File: src/rtl/freq_meter_gated.sv
// Gated-window frequency meter: BCD edge counter over a 1 s / 0.1 s gate, latched result, scanned 7-seg driver.
// Latency: edges counted SYNC_STAGES+1 clk after arrival; result/valid at window end, display one clk later.
// No backpressure: result_valid is a one-cycle strobe. Leading-zero blanking is enabled by defining FREQ_METER_LZB_EN.
module freq_meter_gated #(
   parameter int CLK_HZ      = 50000000,
   parameter int DIGITS      = 8,
   parameter int SCAN_DIV    = 65536,
   parameter int SYNC_STAGES = 2
) (
   input  logic                clk,
   input  logic                reset,
   input  logic                input_clk,
   input  logic                gate_sel,
   output logic [4*DIGITS-1:0] result_bcd,
   output logic                result_valid,
   output logic                overflow,
   output logic                led,
   output logic [7:0]          segments,
   output logic [DIGITS-1:0]   segments_bit
);

   localparam int G_LONG  = CLK_HZ;
   localparam int G_SHORT = CLK_HZ / 10;
   localparam int TW      = (CLK_HZ > 1) ? $clog2(CLK_HZ) : 1;
   localparam int DW      = (SCAN_DIV > 1) ? $clog2(SCAN_DIV) : 1;
   localparam int KW      = $clog2(DIGITS);
   localparam int BW      = 4 * DIGITS;

   logic [SYNC_STAGES-1:0] sync_q;
   logic                   rise_prev_q;
   logic                   rise;
   logic                   mode_q;
   logic [TW-1:0]          timer_q;
   logic                   win_end;
   logic [BW-1:0]          cnt_q, cnt_d;
   logic                   sat_q, sat_d;
   logic                   all9, carry;
   logic [BW-1:0]          result_q;
   logic                   valid_q, overflow_q, led_q;
   logic [DW-1:0]          div_q, div_d;
   logic [KW-1:0]          sel_q, sel_d;
   logic                   en_q, en_d;
   logic [7:0]             seg_q, seg_d, seg_g;
   logic [3:0]             shown;
   logic [DIGITS-1:0]      dig_q, dig_d;
`ifdef FREQ_METER_LZB_EN
   logic                   upper_nz;
`endif

   function automatic logic [7:0] seg_glyph(input logic [3:0] d);
      case (d)
         4'd0:    seg_glyph = 8'b0000_0011;
         4'd1:    seg_glyph = 8'b1001_1111;
         4'd2:    seg_glyph = 8'b0010_0101;
         4'd3:    seg_glyph = 8'b0000_1101;
         4'd4:    seg_glyph = 8'b1001_1001;
         4'd5:    seg_glyph = 8'b0100_1001;
         4'd6:    seg_glyph = 8'b0100_0001;
         4'd7:    seg_glyph = 8'b0001_1111;
         4'd8:    seg_glyph = 8'b0000_0001;
         4'd9:    seg_glyph = 8'b0000_1001;
         default: seg_glyph = 8'hFF;
      endcase
   endfunction

   assign rise    = sync_q[SYNC_STAGES-1] & ~rise_prev_q;
   assign win_end = (timer_q == (mode_q ? TW'(G_SHORT - 1) : TW'(G_LONG - 1)));

   // BCD ripple increment over the active width; saturate at all-9s instead of wrapping
   always_comb begin
      cnt_d = cnt_q;
      sat_d = sat_q;
      all9  = 1'b1;
      carry = 1'b1;
      for (int i = 0; i < DIGITS; i++) begin
         if ((i < DIGITS - 1 || !mode_q) && cnt_q[4*i +: 4] != 4'd9) all9 = 1'b0;
      end
      if (rise) begin
         if (all9) begin
            sat_d = 1'b1;
         end else begin
            for (int i = 0; i < DIGITS; i++) begin
               if (carry) begin
                  if (cnt_q[4*i +: 4] == 4'd9) begin
                     cnt_d[4*i +: 4] = 4'd0;
                  end else begin
                     cnt_d[4*i +: 4] = cnt_q[4*i +: 4] + 4'd1;
                     carry = 1'b0;
                  end
               end
            end
         end
      end
   end

   // Synchroniser, gate timer, window-end latch of result (edge on the last cycle still counts)
   always_ff @(posedge clk or posedge reset) begin
      if (reset) begin
         sync_q      <= '0;
         rise_prev_q <= 1'b0;
         mode_q      <= 1'b0;
         timer_q     <= '0;
         cnt_q       <= '0;
         sat_q       <= 1'b0;
         result_q    <= '0;
         valid_q     <= 1'b0;
         overflow_q  <= 1'b0;
         led_q       <= 1'b0;
      end else begin
         sync_q      <= {sync_q[SYNC_STAGES-2:0], input_clk};
         rise_prev_q <= sync_q[SYNC_STAGES-1];
         if (timer_q == '0) mode_q <= gate_sel;
         valid_q <= win_end;
         if (win_end) begin
            timer_q    <= '0;
            cnt_q      <= '0;
            sat_q      <= 1'b0;
            result_q   <= mode_q ? {cnt_d[BW-5:0], 4'd0} : cnt_d;
            overflow_q <= sat_d;
            led_q      <= ~led_q;
         end else begin
            timer_q <= timer_q + TW'(1);
            cnt_q   <= cnt_d;
            sat_q   <= sat_d;
         end
      end
   end

   // Scan sequencing and glyph selection; the shown digit refreshes every cycle
   always_comb begin
      div_d = div_q + DW'(1);
      sel_d = sel_q;
      en_d  = en_q;
      if (div_q == DW'(SCAN_DIV - 1)) begin
         div_d = '0;
         en_d  = 1'b1;
         if (!en_q || sel_q == KW'(DIGITS - 1)) sel_d = '0;
         else                                   sel_d = sel_q + KW'(1);
      end
      shown = result_q[4*int'(sel_d) +: 4];
      seg_g = seg_glyph(shown);
`ifdef FREQ_METER_LZB_EN
      upper_nz = 1'b0;
      for (int i = 0; i < DIGITS; i++) begin
         if (i >= int'(sel_d) && result_q[4*i +: 4] != 4'd0) upper_nz = 1'b1;
      end
      if (sel_d != '0 && !upper_nz) seg_g = 8'hFF;
`endif
      if (sel_d == '0 && overflow_q) seg_g[0] = 1'b0;
      seg_d = 8'hFF;
      dig_d = '1;
      if (en_d) begin
         seg_d        = seg_g;
         dig_d[sel_d] = 1'b0;
      end
   end

   // Display registers: segments and digit enables change together
   always_ff @(posedge clk or posedge reset) begin
      if (reset) begin
         div_q <= '0;
         sel_q <= '0;
         en_q  <= 1'b0;
         seg_q <= 8'hFF;
         dig_q <= '1;
      end else begin
         div_q <= div_d;
         sel_q <= sel_d;
         en_q  <= en_d;
         seg_q <= seg_d;
         dig_q <= dig_d;
      end
   end

   assign result_bcd   = result_q;
   assign result_valid = valid_q;
   assign overflow     = overflow_q;
   assign led          = led_q;
   assign segments     = seg_q;
   assign segments_bit = dig_q;

endmodule

File: config.mk
export PLATFORM = sky130hd
export DESIGN_NAME = freq_meter_gated
export DESIGN_NICKNAME = d
export VERILOG_FILES = /design/src/rtl/freq_meter_gated.sv
export SDC_FILE = /design/constraint.sdc
export NUM_CORES = 1
export LEC_CHECK = 0
export ABC_AREA = 1
export BUFFER_PORTS_ARGS = -buffer_cell sky130_fd_sc_hd__buf_2
export CORE_ASPECT_RATIO = 0.9
export CORE_MARGIN = 2
export CORE_UTILIZATION = 45
export DETAILED_ROUTE_END_ITERATION = 7
export GPL_TIMING_DRIVEN = 0
export PLACE_DENSITY = 0.69
export REMOVE_ABC_BUFFERS = 1
export SYNTH_ARGS = -nofsm -noshare
export SYNTH_HDL_FRONTEND = slang
export SYNTH_SLANG_ARGS = --single-unit
File: constraint.sdc
create_clock -name clk -period 9 [get_ports clk]
set_input_delay 0.9 -clock clk [delete_from_list [all_inputs] [get_ports clk]]
set_output_delay 0.9 -clock clk [all_outputs]
set_load 0.03 [all_outputs]
### After elaboration in Yosys (flattened, before gate mapping)

Memory sizes are Yosys's and may differ from the RTL's.
Index checks and enable logic that the tools add are counted.

* memories: 1
* output and inout port bits: 51
* input port bits: 4
* word-level logic and storage cells: 129
* memory bits (read-only): 112
* bits in registers: 134

Memories
* (name not given): depth 16, width 7, read ports 1, clocked after Yosys merged registers in 0, wr ports 0, line 51 `case (d)`

* shift-type cells: 1
* magnitude comparators: 2
* bitwise gates (word level): 4
* add/sub/neg operators: 11
* reduce and logical (&&, ||, !) cells: 8
* equality and inequality tests: 19
* muxes and demuxes: 68

Operators by type and width (number)
* $mux 32: 4
* $mux 4: 15
* $mux 26: 2
* $mux 1: 41
* $add 4x1->4 const B: 8
* $eq 4x4->1 const B: 8
* $ne 4x4->1 const B: 8
* $shiftx 32x6->4: 1
* $add 26x1->26 const B: 1
* $eq 26x26->1: 1
* $logic_not 26->1: 1
* $add 16x1->16 const B: 1
* $eq 16x16->1 const B: 1
* $mux 16: 1
* $mux 8: 2
* $not 8->8: 1
* $mux 3: 2
* $lt 3x4->1 const B: 1
* $add 3x1->3 const B: 1
* $demux 1 s3: 1
* $eq 3x3->1 const B: 1
* $ge 3x1->1 const B: 1
* $logic_and 1x1->1: 3
* $logic_not 3->1: 1
* 4 further kinds: 6

### Depth between registers and ports, before layout

* depth after elaboration: 33
* mapped depth: 19
* gate-level depth less buffers: 18

### Least setup slack after synthesis

No wires, ideal clock.

* path kind: register to register
* from: reg div_q[0]
* to: reg seg_q[4], in the netlist segments[4]
* arrival: 2356 ps
* stages on the path, launching flop included: 18
* slack: 6561 ps
* data required time: 8917 ps
* buffers on the path: 1
* library setup time: 83 ps
* clock period less this slack: 2439 ps
* cells stage by stage: dfrtp_1 ha_1 nand2_1 nor2_2 nand2_4 o21ai_4 nand2_4 buf_2 or2_1 nand3_1 nand2_1 nor2_2 inv_1 ha_1 inv_1 nand2_1 nand3_1 nand2_1

* cells in the longest elaborated chain, start to end: 5
* elaborated cells between the ends (all ways): 6
* those cells by class: eq/ne (1); shift (1); mux (3); memory (1)

Ends and longest elaborated chain
* start, declared: line 40 `logic [DW-1:0] div_q, div_d;`
* start signal, assigned: line 167 `div_q <= div_d;`
* $eq 16x16->1 *: line 134 `if (div_q == DW'(SCAN_DIV - 1)) begin`
* $mux 3: line 134
* $shiftx 32x6->4: line 140 `shown = result_q[4*int'(sel_d) +: 4];`
* $mem_v2 16x7
* $mux 8 *: line 152 `if (en_d) begin`
* net seg_d[4]: line 43 `logic [7:0] seg_q, seg_d, seg_g;`
* end signal, assigned: line 170 `seg_q <= seg_d;`
* end, declared: line 43

The timed path passes the listed nets; every way through them passes the cells marked *.
A chain may end at the register's enable or synchronous reset.

### Worst setup path in the final report

* from: reg timer_q[0]
* to: reg result_q[30], in the netlist result_bcd[30]

* cells in the longest elaborated chain, start to end: 1

Ends and longest elaborated chain
* start, declared: line 33 `logic [TW-1:0] timer_q;`
* start signal, assigned: line 122 `timer_q <= timer_q + TW'(1);`
* $eq 26x26->1: line 67 `assign win_end = (timer_q == (mode_q ? TW'(G_SHORT - 1) : TW'(G_LONG - 1)));`
* end signal, assigned: line 118 `result_q <= mode_q ? {cnt_d[BW-5:0], 4'd0} : cnt_d;`
* end, declared: line 38 `logic [BW-1:0] result_q;`

No other way between the ends.

==> results by group <==
Layout
  • Commonest non-fill, non-tap cells in the layout: nand2_1 (248), inv_1 (128), dfrtp_1 (118)
  • Final #Nets: 1025
  • Multi-input gate area in the final layout: 3330 um^2
  • P&R area growth vs syn: 15.7%
  • Ratio of cells with drive above 1 in the final layout: 14.6%
  • Finished Cell Area: 8440 um^2
  • Most common cell after layout, fill and taps aside: nand2_1
  • Register Area: 3370 um^2
  • Inserted Diodes: 0
  • Fill count: 1477

Floorplan
  • Chip height: 125 um
  • Die ar.: 17200 um^2
  • Core area: 16000 um^2
  • Die width: 138 um
  • I/O pin count: 55
  • Initial Utilization: 45.5%
  • Cell row count: 44

Job
  • MaxCap Viol Count: 0

Detailed routing
  • DRT Pass-1 Iters: 5
  • Final WL: 18000 um
  • WL per Instance: 14.7 um
  • 1st-iter DRT viols: 486
  • Final ANT Viol Nets: 0
  • # DRC: 0
  • Via density: 5.21
  • Vias: 6387

Global route
  • Via count of the first global-routing pass: 6109
  • First-pass GRT wire length: 30100 um
  • Initial antenna violation count: 0
  • Maximum number of pins on one net before global-route repair: 87
  • GRT overflow: 0
  • GR Util All Layers: 21.7%

Clock tree
  • Worst-path clk slew: 0.06 ns
  • Setup repair bufs after CTS: 0
  • Later-pin clock latency in the skew report: 0.42 ns
  • Clock sinks: 134
  • Clk buf depth: 2
  • Post_cts resized: 0
  • Total CTS buffers: 17
  • CTS Root Cell: clkbuf_16
  • H-tree level count: 4
  • Cts-stage hold buffer count: 0
  • CTS tree: built

Worst setup path
  • Worst reg2reg path startpoint: timer_q[0]
  • Startpoint Class: flop
  • Worst r2r path cells: 13
  • Worst Path Max Fanout: 37
  • CP Class: flop to flop
  • Crit. End Element: flop
  • WP buf/inv: 3
  • Register-to-register setup slack: 5.78 ns
  • CP delay by family, top: simple AND/OR/NAND/NOR gates
  • CP arrival: 3.59 ns
  • CP max stage delay: 0.42 ns
  • Worst reg2reg path endpoint: result_bcd[30]
  • Cell Chain, Critical Path: ha_1 -> nand2_1 -> nor2_1 -> nand3_2 -> nor3_1 -> nand3_2 -> buf_12 -> nor2_2 -> buf_8 -> clkinv_1 -> a21oi_1 -> a21oi_1 -> nand2_1
  • Crit path required time: 9.37 ns
  • CP max-delay cell: nor2_2

Timing
  • Final-report max-slew violation count: 0
  • Fmax: 0.310 GHz
  • Final clock period utilization by the worst path: 35.8%
  • Setup TNS: 0 ns
  • Final period demand of the worst path: 3.22 ns
  • Final setup fails: 0
  • Max-slew headroom: 21.7%
  • Slew @ Worst Pin: 1.17 ns
  • Final Hold Fails: 0
  • RSZ-0062 raised after global routing: no
  • Setup Skew: 0.00792 ns

Worst hold path
  • Hold Path Depth: 0
  • Worst Hold End: sync_q[1]
  • Min-delay worst type: flop to flop
  • Min-Delay Startpoint: sync_q[0]

Logic synthesis
  • Warning count from the yosys run: 0
  • Yosys reg bits: 134
  • Synth top area cells: dfrtp_1 (40%), nand2_1 (13%), inv_1 (6.6%), dfstp_2 (5.8%), nand3_1 (5.7%)
  • Area leader, netlist: dfrtp_1
  • Synth top area share: 40.5%
  • Post-Synthesis Cells: 948
  • Count of different cell masters after synthesis: 43
  • Ys flop type: dfrtp_1
  • Syn avg cell area: 7.69 um^2
  • Async set-reset flop share out of synthesis: 100%
  • Seq/Total Area, Yosys: 46.3%
  • Post-Syn Area: 7290 um^2
  • Post-synth EDFFs: 0

Placement
  • PortBufs: 54
  • GP Congestion: 0.890
  • Post-DP Area: 7850 um^2
  • HPWL after detailed placement: 12800 um

Power
  • PD cells: 167 nW/um^2
  • Max IR drop VDD: 0.135 mV
  • Cell leakage power: 4.02 nW

Run status
  • Status: finished clean
[per-stage QoR]
step                power, mW  utilization (%)  setup WS [ns]  cells  hold slack, ns
CTS                      1.42             52.7           5.83   1227           0.362
finish                   1.41             52.7           5.78   1227           0.358
floorplan               0.698                -           4.54    930           0.331
global route             1.46             52.7           5.56   1227           0.372
detailed placement      0.722             49.0           5.83   1196           0.350
global placement        0.718             48.3           2.88   1191           0.344
[power by group]
| group | internal [mW] | switching, mW |
|---|---|---|
| logic | 0.0246 | 0.0572 |
| clock network | 0.442 | 0.256 |
| registers | 0.617 | 0.0141 |
[area by class of cell]
class                           instances  area share [%]
Tap cell                              207            3.07
Clock inverter                          7            1.11
Clock buffer                           24            5.94
Sequential cell                       134            40.0
Inverter                              138            6.20
Multi-Input combinational cell        658            39.4
Timing Repair Buffer                   59            4.30
[metal layers]
metal	track usage, %	vias to the layer above	wire length (um)
met3	5.11	28	1080
met2	34.4	202	8210
met4	8.10	0	397
met1	29.2	2992	8320
met5	0	-	0
li1	-	3165	-
[worst max-delay path by stage]
stage               startpoint              to  cells past startpoint
floorplan                reset        cnt_q[0]                      1
global placement         reset        div_q[5]                      2
detailed placement  timer_q[0]   result_bcd[4]                     11
CTS                 timer_q[0]  result_bcd[30]                     13
global route        timer_q[0]  result_bcd[30]                     13
finish              timer_q[0]  result_bcd[30]                     13
[cell usage after synthesis, types with 4 or more instances]
master	n
inv_2	5
or2_2	5
nor3b_1	4
nor2_1	83
nand2_1	248
nor2_4	4
o21ai_0	39
nand4_1	10
clkinv_1	4
o211ai_1	13
nor4_1	9
and2_1	6
dfrtp_1	118
a21oi_1	29
inv_1	129
or2_1	4
o22ai_1	5
nor2_2	10
clkbuf_1	8
nand3_1	83
nand2_2	7
dfstp_2	16
buf_2	4
a22oi_1	6
nand3b_1	4
ha_1	13
nor3_1	31
xor2_1	19
buf_1	4
[registers in the layout, summed over array words and instances, names as in the netlist, 2 cells and up]
name          count
cnt_q            32
result_bcd       32
timer_q          26
div_q            16
segments          8
segments_bit      8
sel_q             3
sync_q            2
[logic make-up (layout without fill, tap and decap cells)]
logic type                 after synthesis  in the layout  synth area share [%]
and+or+nand+nor                        515            515                  31.6
adders and majority gates               13             13                  2.23
buffers and inverters                  156            228                  8.30
xor gates and xnor gates                22             22                  2.64
muxes                                    1              1                 0.154
DFF                                    134            134                  46.3
AOI/OAI and AO/OA                      107            107                  8.84
[worst register-to-register path, delay by kind of cell (launching register included)]
kind,cells,cell delay [ns]
simple gates,7,1.42
buf+inv,3,0.88
flops,1,0.37
compound gates,2,0.30
fa+ha+maj,1,0.19
Power figures use the tool's default switching activity.
